--- config.mk ---
export PLATFORM = sky130hd
export DESIGN_NAME = spi_xfer_sequencer
export DESIGN_NICKNAME = d
export VERILOG_FILES = /design/src/rtl/spi_xfer_sequencer.sv
export SDC_FILE = /design/constraint.sdc
export NUM_CORES = 1
export LEC_CHECK = 0
export BUFFER_PORTS_ARGS = -buffer_cell sky130_fd_sc_hd__buf_2
export CORE_MARGIN = 5
export CORE_UTILIZATION = 55
export CTS_CLUSTER_DIAMETER = 40
export DETAILED_ROUTE_END_ITERATION = 12
export GPL_TIMING_DRIVEN = 0
export PLACE_DENSITY = 0.75
export REMOVE_ABC_BUFFERS = 1
export SLEW_MARGIN = 20
export SYNTH_ARGS = -nofsm -noshare
export SYNTH_HDL_FRONTEND = slang
export SYNTH_SLANG_ARGS = --single-unit
export TNS_END_PERCENT = 5
--- constraint.sdc ---
create_clock -name clk -period 2.5 [get_ports clk]
set_input_delay 0.5 -clock clk [delete_from_list [all_inputs] [get_ports clk]]
set_output_delay 0.5 -clock clk [all_outputs]
set_load 0.05 [all_outputs]
--- src/rtl/spi_xfer_sequencer.sv ---
// Byte-stream front end for an SPI master: TX FIFO feeds one start/tx_data transaction per
// byte and each completed rx_data byte is captured into an RX FIFO for the host.
module spi_xfer_sequencer #(
   parameter int unsigned DEPTH       = 16,
   parameter int unsigned TIMEOUT_CYC = 4096
) (
   input  logic                    clk,
   input  logic                    rst_n,
   input  logic                    en,
   input  logic                    tx_wr_en,
   input  logic [7:0]              tx_wr_data,
   output logic                    tx_full,
   output logic [$clog2(DEPTH):0]  tx_count,
   input  logic                    rx_rd_en,
   output logic [7:0]              rx_rd_data,
   output logic                    rx_empty,
   output logic [$clog2(DEPTH):0]  rx_count,
   output logic                    spi_start,
   output logic [7:0]              spi_tx_data,
   input  logic [7:0]              spi_rx_data,
   input  logic                    spi_busy,
   input  logic                    spi_done,
   output logic                    idle,
   output logic                    rx_overflow,
   output logic                    timeout_err
);

   localparam int unsigned AW = $clog2(DEPTH);
   localparam int unsigned CW = AW + 1;
   localparam int unsigned TW = (TIMEOUT_CYC > 1) ? $clog2(TIMEOUT_CYC + 1) : 1;

   typedef enum logic [1:0] {StIdle, StIssue, StWaitDone} state_e;

   state_e         state_q, state_d;
   logic [TW-1:0]  tmo_cnt_q, tmo_cnt_d;
   logic           rx_overflow_q, rx_overflow_d;
   logic           timeout_err_q, timeout_err_d;
   logic [7:0]     spi_tx_data_q;

   logic [7:0]     tx_mem [DEPTH];
   logic [AW-1:0]  tx_wr_ptr_q, tx_rd_ptr_q;
   logic [CW-1:0]  tx_count_q;
   logic [7:0]     rx_mem [DEPTH];
   logic [AW-1:0]  rx_wr_ptr_q, rx_rd_ptr_q;
   logic [CW-1:0]  rx_count_q;

   logic tx_empty, rx_full;
   logic tx_push, tx_pop, rx_push, rx_pop, launch;

   assign tx_full  = (tx_count_q == CW'(DEPTH));
   assign tx_empty = (tx_count_q == '0);
   assign rx_full  = (rx_count_q == CW'(DEPTH));
   assign rx_empty = (rx_count_q == '0);

   // Holding off while RX is full guarantees every completed byte has a slot.
   assign launch  = (state_q == StIdle) && en && !tx_empty && !spi_busy && !rx_full;
   assign tx_push = tx_wr_en && !tx_full;
   assign tx_pop  = launch;
   assign rx_push = (state_q == StWaitDone) && spi_done && !rx_full;
   assign rx_pop  = rx_rd_en && !rx_empty;

   assign tx_count    = tx_count_q;
   assign rx_count    = rx_count_q;
   assign rx_rd_data  = rx_empty ? 8'h00 : rx_mem[rx_rd_ptr_q];
   assign spi_start   = (state_q == StIssue);
   assign spi_tx_data = spi_tx_data_q;
   assign idle        = (state_q == StIdle) && tx_empty;
   assign rx_overflow = rx_overflow_q;
   assign timeout_err = timeout_err_q;

   always_ff @(posedge clk) begin
      if (tx_push) tx_mem[tx_wr_ptr_q] <= tx_wr_data;
      if (rx_push) rx_mem[rx_wr_ptr_q] <= spi_rx_data;
   end

   always_ff @(posedge clk) begin
      if (!rst_n) begin
         tx_wr_ptr_q <= '0;
         tx_rd_ptr_q <= '0;
         tx_count_q  <= '0;
         rx_wr_ptr_q <= '0;
         rx_rd_ptr_q <= '0;
         rx_count_q  <= '0;
      end else begin
         if (tx_push) tx_wr_ptr_q <= tx_wr_ptr_q + AW'(1);
         if (tx_pop)  tx_rd_ptr_q <= tx_rd_ptr_q + AW'(1);
         if (rx_push) rx_wr_ptr_q <= rx_wr_ptr_q + AW'(1);
         if (rx_pop)  rx_rd_ptr_q <= rx_rd_ptr_q + AW'(1);
         tx_count_q <= tx_count_q + CW'(tx_push) - CW'(tx_pop);
         rx_count_q <= rx_count_q + CW'(rx_push) - CW'(rx_pop);
      end
   end

   always_ff @(posedge clk) begin
      if (!rst_n) begin
         state_q       <= StIdle;
         tmo_cnt_q     <= '0;
         rx_overflow_q <= 1'b0;
         timeout_err_q <= 1'b0;
         spi_tx_data_q <= 8'h00;
      end else begin
         state_q       <= state_d;
         tmo_cnt_q     <= tmo_cnt_d;
         rx_overflow_q <= rx_overflow_d;
         timeout_err_q <= timeout_err_d;
         if (launch) spi_tx_data_q <= tx_mem[tx_rd_ptr_q];
      end
   end

   // tmo_cnt counts cycles since the ISSUE cycle, so the abort lands TIMEOUT_CYC edges later.
   always_comb begin
      state_d       = state_q;
      tmo_cnt_d     = tmo_cnt_q;
      rx_overflow_d = rx_overflow_q;
      timeout_err_d = timeout_err_q;
      unique case (state_q)
         StIdle: begin
            if (launch) state_d = StIssue;
         end
         StIssue: begin
            state_d   = StWaitDone;
            tmo_cnt_d = TW'(1);
         end
         StWaitDone: begin
            if (spi_done) begin
               state_d = StIdle;
               if (rx_full) rx_overflow_d = 1'b1;
            end else if ((TIMEOUT_CYC != 0) && (32'(tmo_cnt_q) >= TIMEOUT_CYC - 1)) begin
               state_d       = StIdle;
               timeout_err_d = 1'b1;
            end else begin
               tmo_cnt_d = tmo_cnt_q + TW'(1);
            end
         end
         default: state_d = StIdle;
      endcase
   end

endmodule
==> results of run 1 <==
==> synthesized netlist by cell type (all sizes together) (13+ instances only) <==
master	instances
buf	18
nor2	32
inv	27
xnor2	13
mux4	64
nand2	31
dfxtp	55
mux2i	35
ha	27
nand3	17
edfxtp	256
and2	20
clkbuf	15
==> worst min path at each step <==
stage	start	to
2_1_floorplan	tmo_cnt_q[4]	tmo_cnt_q[4]
3_3_place_gp	tmo_cnt_q[4]	tmo_cnt_q[4]
3_5_place_dp	timeout_err	timeout_err
4_1_cts	spi_done	rx_overflow
5_1_grt	tx_wr_data[2]	tx_mem[10][2]
6_report	tx_wr_data[7]	tx_mem[8][7]
==> metrics by stage <==
stage / total power [mW] / instances / instance area, um^2 / TNS [ns] / hold WS (ns)
floorplan: 8.47 / 696 / 12500 / -18.89 / 0.432
global placement: 9.14 / 1035 / 13100 / -47.38 / 0.440
detailed placement: 9.31 / 1039 / 13200 / -31.08 / 0.461
CTS: 14.9 / 1122 / 14700 / -1.68 / 0.342
global route: 15.6 / 1125 / 14800 / -2.53 / 0.361
finish: 15.0 / 1125 / 14800 / -1.38 / 0.362
==> logic make-up after synthesis <==
kind of cell / after synthesis / share of synthesized area
AOI/OAI and AO/OA: 52 / 0.0298
xor gates and xnor gates: 18 / 0.0125
adders and majority gates: 29 / 0.0299
buffers and inverters: 60 / 0.0199
DFF: 311 / 0.696
muxes: 99 / 0.142
and+or+nand+nor: 160 / 0.0698
==> layout make-up <==
type | count | share of cell area
clock buffer | 50 | 0.0701
multi-input combinational | 358 | 0.257
inverter | 27 | 0.00718
clock inverter | 20 | 0.0124
tap | 285 | 0.0241
timing repair buffer | 74 | 0.0346
sequential | 311 | 0.595
==> routing by layer <==
| metal | wire [um] | GRT usage | vias to the layer above |
|---|---|---|---|
| met1 | 9500 | 0.238 | 3375 |
| met4 | 462 | 0.0500 | 0 |
| met5 | 0 | 0 | - |
| li1 | - | - | 3019 |
| met3 | 1430 | 0.0362 | 38 |
| met2 | 13300 | 0.351 | 217 |
==> power by group <==
group / leakage (nW) / switching (mW) / internal (mW)
Sequential: 2.76 / 0.291 / 5.85
Combinational: 1.66 / 2.08 / 1.52
Clock: 0.607 / 2.04 / 3.17
==> layout by cell type (no fill, tap or decap), drive strengths merged, types with 4 or more instances in the layout <==
cell / n
a21oi: 10
xnor2: 13
or3: 4
nand2: 31
clkbuf: 51
dfxtp: 55
nor2: 32
o221ai: 8
nand2b: 6
edfxtp: 256
inv: 34
buf: 73
o22ai: 8
nand4: 6
and2: 20
a211o: 4
mux4: 64
nand3: 17
mux2i: 35
nor4: 4
ha: 27
o21ai: 6
nor3: 8
nor2b: 11
xor2: 5
clkinv: 11
and3: 11
==> state kept, by name (all words and copies together), names as in the netlist, 5 cells and up, named ones only <==
name,cells
tx_count,5
spi_tx_data,8
tx_mem,128
tmo_cnt_q,13
rx_count,5
rx_mem,128
==> worst max-delay path, stage by stage, from the launching register on <==
cell and delay [ns]:
dfxtp_2 0.32, inv_2 0.08, ha_4 0.15, nor4b_4 0.38
nor4b_4 0.10, nand2_4 0.12, inv_6 0.04, ha_1 0.26
inv_1 0.04, ha_2 0.17, inv_2 0.06, fa_2 0.19
inv_1 0.05, a21oi_2 0.14, nor2_2 0.06, or3_1 0.34
and3_1 0.18
==> repair_timing <==
action	CTS	global route
pin swaps	7	4
setup endpoints to repair	160	14
buffers inserted	14	4
gates resized for setup	48	15
hold buffers	0	0
==> impl_metrics.env, run 1 <==
export IMPL_firstDrtPassIters=4
export IMPL_worstSetupEndpointType="flip-flop"
export IMPL_multi_input_area_mm2=0.00380
export IMPL_worstPathMaxFanout=3
export IMPL_dp_hpwl_um=15700
export IMPL_fmax_mhz=357
export IMPL_place_ws_ns=-0.809
export IMPL_hold_depth=1
export IMPL_antenna_cells=0
export IMPL_numPortBuffers=54
export IMPL_die_w_um=162
export IMPL_vias_per_cell=5.91
export IMPL_cts_root_buf="clkbuf_16"
export IMPL_synth_seq_area_share=0.696
export IMPL_r2r_end="tx_count[4]"
export IMPL_die_h_um=162
export IMPL_grt_pass1_vias=7045
export IMPL_drcViolationCount=0
export IMPL_cts_made_buffers=39
export IMPL_syn_avg_cell_area_um2=17.3
export IMPL_routabilityCongestion=0.820
export IMPL_grt_max_degree=51
export IMPL_setup_slack_ns=-0.299
export IMPL_synth_distinct_cells=56
export IMPL_critPathLaunchType="flip-flop"
export IMPL_synthTopCellsByArea="edfxtp_1 (61%), mux4_2 (11%), dfxtp_1 (8.7%)"
export IMPL_syn_inst=729
export IMPL_nFillCells=1492
export IMPL_fin_crit_ns=2.80
export IMPL_status="finished, violations left"
export IMPL_post_route_period_util=1.12
export IMPL_max_slew_worst_pin_slew_ns=0.933
export IMPL_r2r_start="tx_count[3]"
export IMPL_synth_edff_count=256
export IMPL_cp_startpoint="tx_count[3]"
export IMPL_synth_seq_cells=311
export IMPL_die_area_mm2=0.0261
export IMPL_area_sequential_mm2=0.00881
export IMPL_clk_pin_slew_worst_paths_ns=0.06
export IMPL_grt_pass1_wl_um=38900
export IMPL_clock_skew_ns=0.0280
export IMPL_clkLatencyLatePin_ns=0.51
export IMPL_rsz0062_at_grt="yes"
export IMPL_cts_sinks=311
export IMPL_clockBufferDepth=3
export IMPL_endpoint="tx_count[4]"
export IMPL_core_area_mm2=0.0226
export IMPL_yosysTopAreaCell="edfxtp_1"
export IMPL_synth_top_area_frac=0.609
export IMPL_cap_violations=0
export IMPL_drt_wl_total_um=24700
export IMPL_drt_iter0_markers=545
export IMPL_grt_usage=0.193
export IMPL_maxSlewViolCount=0
export IMPL_critPathArrivalTime_ns=3.18
export IMPL_p_leak_nw=5.02
export IMPL_reg2reg_setup_slack_ns=-0.30
export IMPL_cellPowerDensity_mw_per_mm2=1010
export IMPL_ir_drop_uv=564
export IMPL_fin_util=0.654
export IMPL_vias=6649
export IMPL_worstSetupPathType="reg2reg"
export IMPL_avgRoutedWirePerCell_um=22.0
export IMPL_layout_nets=863
export IMPL_violations="setup timing"
export IMPL_syn2layout_area_growth_pct=17.3
export IMPL_std_cell_rows=55
export IMPL_finalSetupViolations=12
export IMPL_hold_violations=0
export IMPL_synthArstFlopShare=0
export IMPL_initial_core_util=0.558
export IMPL_antenna_found_initial=0
export IMPL_netlist_area_mm2=0.0126
export IMPL_grt_overflow=0
export IMPL_synth_yosys_warnings=0
export IMPL_top_level_ports=55
export IMPL_post_route_cells_drive_above_1_share=0.307
export IMPL_ys_flop_type="edfxtp_1"
export IMPL_htree_levels=2
export IMPL_postRouteAntennaNets=0
export IMPL_cts_tree="built"
export IMPL_max_slew_margin_rel=0.376
export IMPL_min_path_type="in2reg"
export IMPL_cp_data_required_time_ns=2.88
export IMPL_r2r_cells=16
No activity file was read; power rests on OpenSTA's default activity.
==> run 2, diff against run 1 <==
--- a/config.mk
+++ b/config.mk
@@ -10,11 +10,9 @@
 export CORE_UTILIZATION = 55
 export CTS_CLUSTER_DIAMETER = 40
 export DETAILED_ROUTE_END_ITERATION = 12
-export GPL_TIMING_DRIVEN = 0
 export PLACE_DENSITY = 0.75
 export REMOVE_ABC_BUFFERS = 1
 export SLEW_MARGIN = 20
 export SYNTH_ARGS = -nofsm -noshare
 export SYNTH_HDL_FRONTEND = slang
 export SYNTH_SLANG_ARGS = --single-unit
-export TNS_END_PERCENT = 5
==> run 2 against run 1 <==
  * The flow still finishes with violations (setup timing)
  * Final area is 2.5% higher
  * Sequential share of layout area decreased by 1.5 points
  * Global-route usage increased by 0.77 points
  * Highest routed layer unchanged
==> impl_metrics.env, run 2 (same netlist as run 1, synthesis figures left out) <==
export IMPL_layout_nets=918
export IMPL_post_route_period_util=1.08
export IMPL_antenna_cells=0
export IMPL_maxSlewViolCount=0
export IMPL_drt_wl_total_um=25500
export IMPL_instances_no_fill=1180
export IMPL_top_level_ports=55
export IMPL_initial_core_util=0.558
export IMPL_syn2layout_area_growth_pct=20.2
export IMPL_die_h_um=162
export IMPL_worstPathMaxFanout=11
export IMPL_cp_data_required_time_ns=2.00
export IMPL_max_slew_margin_rel=0.702
export IMPL_fin_setup_tns_ns=-1.68
export IMPL_p_leak_nw=5.26
export IMPL_min_delay_start="spi_done"
export IMPL_fin_crit_ns=2.70
export IMPL_firstDrtPassIters=5
export IMPL_ir_drop_uv=654
export IMPL_critPathArrivalTime_ns=2.20
export IMPL_r2r_start="rx_count[2]"
export IMPL_grt_pass1_wl_um=40500
export IMPL_cap_violations=0
export IMPL_worstSetupEndpointType="output port"
export IMPL_routabilityCongestion=0.830
export IMPL_numPortBuffers=54
export IMPL_vias=6856
export IMPL_layout_commonest_cell="edfxtp_1"
export IMPL_clkLatencyLatePin_ns=0.52
export IMPL_drt_iter0_markers=479
export IMPL_min_path_type="in2reg"
export IMPL_place_inst=1103
export IMPL_grt_pass1_vias=7321
export IMPL_htree_levels=2
export IMPL_grt_usage=0.200
export IMPL_avgRoutedWirePerCell_um=21.6
export IMPL_endpoint="rx_rd_data[4]"
export IMPL_core_area_mm2=0.0226
export IMPL_rsz0062_at_grt="yes"
export IMPL_clk_pin_slew_worst_paths_ns=0.05
export IMPL_hold_slack_ns=0.308
export IMPL_clock_skew_ns=0.0229
export IMPL_cts_root_buf="clkbuf_16"
export IMPL_clockBufferDepth=3
export IMPL_vias_per_cell=5.81
export IMPL_setup_slack_ns=-0.199
export IMPL_die_w_um=162
export IMPL_reg2reg_setup_slack_ns=-0.16
export IMPL_cellPowerDensity_mw_per_mm2=1000
export IMPL_grt_overflow=0
export IMPL_antenna_found_initial=0
export IMPL_cts_made_buffers=38
export IMPL_finalSetupViolations=11
export IMPL_r2r_end="tx_count[2]"
export IMPL_critPathLaunchType="flip-flop"
export IMPL_violations="setup timing"
export IMPL_final_cell_mix="edfxtp_1 (256), buf_4 (76), mux4_2 (64)"
export IMPL_reg_top3="rx_mem (128), tx_mem (128), tmo_cnt_q (13)"
export IMPL_cts_tree="built"
export IMPL_fmax_mhz=370
export IMPL_cts_hold_buf=0
export IMPL_std_cell_rows=55
export IMPL_cts_sinks=311
export IMPL_status="finished, violations left"
export IMPL_nFillCells=1453
export IMPL_grt_max_degree=36
export IMPL_post_route_cells_drive_above_1_share=0.333
export IMPL_die_area_mm2=0.0261
export IMPL_hold_violations=0
export IMPL_dp_hpwl_um=16200
export IMPL_worstSetupPathType="reg2out"
export IMPL_drcViolationCount=0
export IMPL_r2r_cells=15
export IMPL_postRouteAntennaNets=0
export IMPL_max_slew_worst_pin_slew_ns=0.447
==> run 2: worst min path at each step <==
stage / to / cells past startpoint / slack, ns
final: rx_overflow / 3 / 0.31
after global placement: tmo_cnt_q[4] / 2 / 0.44
after floorplan: tmo_cnt_q[4] / 2 / 0.43
after CTS: rx_overflow / 3 / 0.29
after global routing: rx_overflow / 3 / 0.31
after detailed placement: timeout_err / 1 / 0.47
==> run 2: area by class of cell <==
type / instances / area (um^2) / share of cell area
clock buffers: 46 / 1010 / 0.0666
clock inverters: 23 / 221 / 0.0146
inverters: 27 / 104 / 0.00684
multi-input cells: 358 / 3730 / 0.246
flip-flops and latches: 311 / 8800 / 0.580
well taps: 285 / 357 / 0.0235
repair buffers: 130 / 955 / 0.0629
==> run 2: stage by stage <==
step           total power [mW]   util  cell area, um^2  worst slack (ns)
2_1_floorplan              8.47      -            12500             -1.18
3_3_place_gp               9.45  0.604            13700            -0.186
3_5_place_dp               9.62  0.604            13700            -0.352
4_1_cts                    15.2  0.668            15100            -0.212
5_1_grt                    15.8  0.670            15200            -0.273
6_report                   15.2  0.670            15200            -0.199
==> run 2: what timing repair did <==
item                                    4_1_cts  5_1_grt
resized for setup                            50        6
setup buffers                                 3        5
endpoints found under the hold margin         0        0
pin swaps                                    11        8
cloned                                        1        0
endpoints found under the setup margin       13       13
==> run 2: per-layer routing <==
| metal | track usage | vias up | routed length, um |
|---|---|---|---|
| met3 | 0.0334 | 41 | 1250 |
| met1 | 0.247 | 3498 | 10000 |
| met5 | 0 | - | 0 |
| met4 | 0.0605 | 0 | 585 |
| met2 | 0.364 | 188 | 13600 |
| li1 | - | 3129 | - |
==> run 2: critical path: stages (launching register included) <==
cell and delay, ns:
dfxtp_4 0.43, buf_12 0.18, mux4_2 0.51, mux2i_1 0.21
o22ai_1 0.15, buf_4 0.21
==> run 2: power by group <==
| group | leakage, nW | internal [mW] | switching, mW |
|---|---|---|---|
| clock network | 0.601 | 3.22 | 2.06 |
| registers | 2.76 | 5.85 | 0.163 |
| logic | 1.90 | 1.67 | 2.23 |
| total | 5.26 | 10.7 | 4.46 |
==> run 3, diff against run 2 <==
--- a/config.mk
+++ b/config.mk
@@ -5,6 +5,7 @@
 export SDC_FILE = /design/constraint.sdc
 export NUM_CORES = 1
 export LEC_CHECK = 0
+export ABC_AREA = 1
 export BUFFER_PORTS_ARGS = -buffer_cell sky130_fd_sc_hd__buf_2
 export CORE_MARGIN = 5
 export CORE_UTILIZATION = 55
==> run 3 against run 2 <==
  * Die area up 4.5%
  * Non-clock buffer count down 2
  * The flow still finishes with violations (setup timing)
  * Wire length increased by 24%
  * Sequential power increased by 1%
  * Final area rose by 5.3%
  * Global-route usage up 3.0 points
  * Critical endpoint is now rx_rd_data[6]
  * Area after synthesis increased by 4.8%
  * Sequential cell count did not move
  * First-iteration DRC count rose by 110%
  * Combinational power rose by 23%
  * Clock skew down 0.0024 ns
  * Synthesized cell count increased by 68%
==> impl_metrics.env, run 3 <==
export IMPL_max_slew_worst_pin_slew_ns=0.774
export IMPL_cts_hold_buf=0
export IMPL_p_leak_nw=5.93
export IMPL_synth_fa_ha_area_frac=0.0286
export IMPL_crit_family="compound AO/OA/AOI/OAI gates"
export IMPL_synth_compound_area_frac=0.0900
export IMPL_synth_seq_cells=311
export IMPL_top_level_ports=55
export IMPL_cts_tree="built"
export IMPL_routabilityCongestion=0.855
export IMPL_die_area_mm2=0.0273
export IMPL_ys_flop_type="edfxtp_1"
export IMPL_drcViolationCount=0
export IMPL_worstSetupEndpointType="output port"
export IMPL_syn_avg_cell_area_um2=10.8
export IMPL_reg_top3="rx_mem (128), tx_mem (128), tmo_cnt_q (13)"
export IMPL_std_cell_rows=56
export IMPL_critPathArrivalTime_ns=2.20
export IMPL_dp_hpwl_um=18700
export IMPL_fin_setup_tns_ns=-1.15
export IMPL_grt_pass1_wl_um=48900
export IMPL_cap_violations=0
export IMPL_drt_iter0_markers=1003
export IMPL_clk_pin_slew_worst_paths_ns=0.06
export IMPL_cts_sinks=311
export IMPL_synth_seq_area_share=0.664
export IMPL_syn_inst=1226
export IMPL_cp_depth=8
export IMPL_fin_util=0.677
export IMPL_grt_overflow=0
export IMPL_synthTopCellsByArea="edfxtp_1 (58%), dfxtp_1 (8.3%), nor2_1 (6.2%)"
export IMPL_vias_per_cell=5.67
export IMPL_p_comb_frac=0.292
export IMPL_synthSimpleGateAreaFrac=0.172
export IMPL_yosysMostFrequentCell="edfxtp_1"
export IMPL_switching_share=0.337
export IMPL_synth_top_family_by_area="simple AND/OR/NAND/NOR gates"
export IMPL_p_seq_frac=0.371
export IMPL_avgRoutedWirePerCell_um=18.7
export IMPL_antenna_found_initial=1
export IMPL_synth_yosys_warnings=0
export IMPL_synthArstFlopShare=0
export IMPL_firstDrtPassIters=5
export IMPL_core_area_mm2=0.0236
export IMPL_worstSetupPathType="reg2out"
export IMPL_cp_data_required_time_ns=2.00
export IMPL_cts_root_buf="clkbuf_16"
export IMPL_layout_nets=1390
export IMPL_maxSlewViolCount=0
export IMPL_p_total_mw=16.4
export IMPL_r2r_cells=14
export IMPL_drt_wl_total_um=31500
export IMPL_hold_violations=0
export IMPL_clockPowerShare=0.337
export IMPL_synth_top_area_frac=0.581
export IMPL_critPathMostFrequentCell="a21oi_2"
export IMPL_syn2layout_area_growth_pct=20.8
export IMPL_intPower_mw=10.9
export IMPL_final_area_mm2=0.0160
export IMPL_post_route_cells_drive_above_1_share=0.216
export IMPL_placed_area_mm2=0.0141
export IMPL_fmax_mhz=371
export IMPL_layout_commonest_cell="edfxtp_1"
export IMPL_numPortBuffers=54
export IMPL_grt_usage=0.230
export IMPL_cellPowerDensity_mw_per_mm2=1030
export IMPL_setup_slack_ns=-0.198
export IMPL_place_ws_ns=-0.0116
export IMPL_post_route_period_util=1.08
export IMPL_die_h_um=165
export IMPL_fin_crit_ns=2.70
export IMPL_hold_depth=3
export IMPL_netlist_area_mm2=0.0132
export IMPL_synth_edff_count=256
export IMPL_p_switching_mw=5.52
export IMPL_grt_pass1_vias=9322
export IMPL_cp_slowest_cell="dfxtp_4"
export IMPL_worstPathCellList="inv_8, buf_8, buf_16, nand2_1, a21oi_2, o31ai_1, a21oi_2, buf_4"
export IMPL_max_stage_delay_ns=0.42
export IMPL_grt_max_degree=67
export IMPL_critPathLaunchType="flip-flop"
export IMPL_clockBufferDepth=3
export IMPL_cts_made_buffers=38
export IMPL_htree_levels=2
export IMPL_clkLatencyLatePin_ns=0.53
export IMPL_min_path_type="in2reg"
export IMPL_synthTopCellsByCount="edfxtp_1 (256), nor2_1 (220), nand2_1 (189)"
export IMPL_rsz0062_at_grt="yes"
export IMPL_max_slew_margin_rel=0.483
export IMPL_violations="setup timing"
export IMPL_vias=9547
export IMPL_postRouteAntennaNets=0
export IMPL_synth_mux_area_frac=0
export IMPL_final_cell_mix="edfxtp_1 (256), nor2_1 (215), nand2_1 (167)"
export IMPL_synthXorXnorAreaFrac=0.00265
export IMPL_worstPathMaxFanout=7
export IMPL_clock_skew_ns=0.0205
export IMPL_ir_drop_uv=686
export IMPL_initial_core_util=0.560
export IMPL_synth_distinct_cells=36
export IMPL_finalSetupViolations=8
export IMPL_critPathBufInv=4
export IMPL_yosysTopAreaCell="edfxtp_1"
export IMPL_status="finished, violations left"
export IMPL_die_w_um=165
==> run 3: changes by cell type in the layout (fill, tap and decap cells not counted), moves of 20 or more <==
cell	change
a21oi_2	+23
o21ai_0	+93
nand3_1	+75
nand2_2	+23
mux4_2	-64
mux2i_1	-27
nor2_1	+184
a21oi_1	+45
inv_1	+40
and2_1	-20
nand2_1	+137
==> run 3: what timing repair did <==
item,CTS,global route
resized for setup,60,59
gates cloned,5,1
endpoints found under the hold margin,0,0
setup endpoints to repair,9,11
pin swaps,23,28
buffers inserted,5,2
==> run 3: through the flow <==
| step | hold slack, ns | instances |
|---|---|---|
| 2_1_floorplan | 0.418 | 1170 |
| 3_3_place_gp | 0.430 | 1605 |
| 3_5_place_dp | 0.431 | 1605 |
| 4_1_cts | 0.346 | 1681 |
| 5_1_grt | 0.360 | 1684 |
| 6_report | 0.359 | 1684 |
==> run 3: worst register-to-register path, cell delays in order, from the launching register on <==
cell and delay, ns:
dfxtp_1 0.31, inv_1 0.08, ha_1 0.17, nand4_1 0.14, buf_4 0.18, nand3_2 0.08, inv_2 0.04, ha_1 0.27
inv_1 0.06, ha_1 0.15, inv_1 0.05, fa_2 0.34, o31ai_2 0.21, o21ai_0 0.11, a21oi_1 0.12
==> run 3: layer usage <==
layer / vias up / global-route usage / share of wire
met3: 86 / 0.0357 / 0.069
met4: 0 / 0.0866 / 0.035
met5: - / 0 / 0
li1: 4487 / - / -
met2: 379 / 0.394 / 0.50
met1: 4595 / 0.298 / 0.40
==> run 3: worst paths after layout <==
kind	startpoint	end	slack (ns)
setup / recovery	flip-flop	rx_rd_data[6]	-0.20
hold / removal	rst_n	tx_wr_ptr_q[2]	0.36
setup reg to reg	rx_count[3]	tx_count[4]	0.13
hold reg to reg	tmo_cnt_q[12]	tmo_cnt_q[12]	0.44
==> run 3: cells by family after synthesis <==
| kind of cell | Yosys count |
|---|---|
| fa+ha+maj | 29 |
| compound gates | 215 |
| simple gates | 539 |
| buf+inv | 128 |
| flops | 311 |
| xor+xnor | 4 |
==> run 3: layout make-up <==
type                    instances  area [um^2]
clock inverters                17          224
inverters                      72          285
well taps                     319          399
flip-flops and latches        311         8800
diodes                          1         2.50
multi-input cells             787         4180
clock buffers                  49         1040
fillers                      1681         7640
repair buffers                128         1040
==> run 3: power by group through the flow <==
stage	combinational, mW	sequential (mW)	clock, mW
floorplan	2.23	6.67	0
global placement	3.98	6.15	0
detailed placement	4.07	6.17	0
CTS	4.52	6.07	5.57
global route	5.18	6.11	5.81
finish	4.78	6.08	5.52
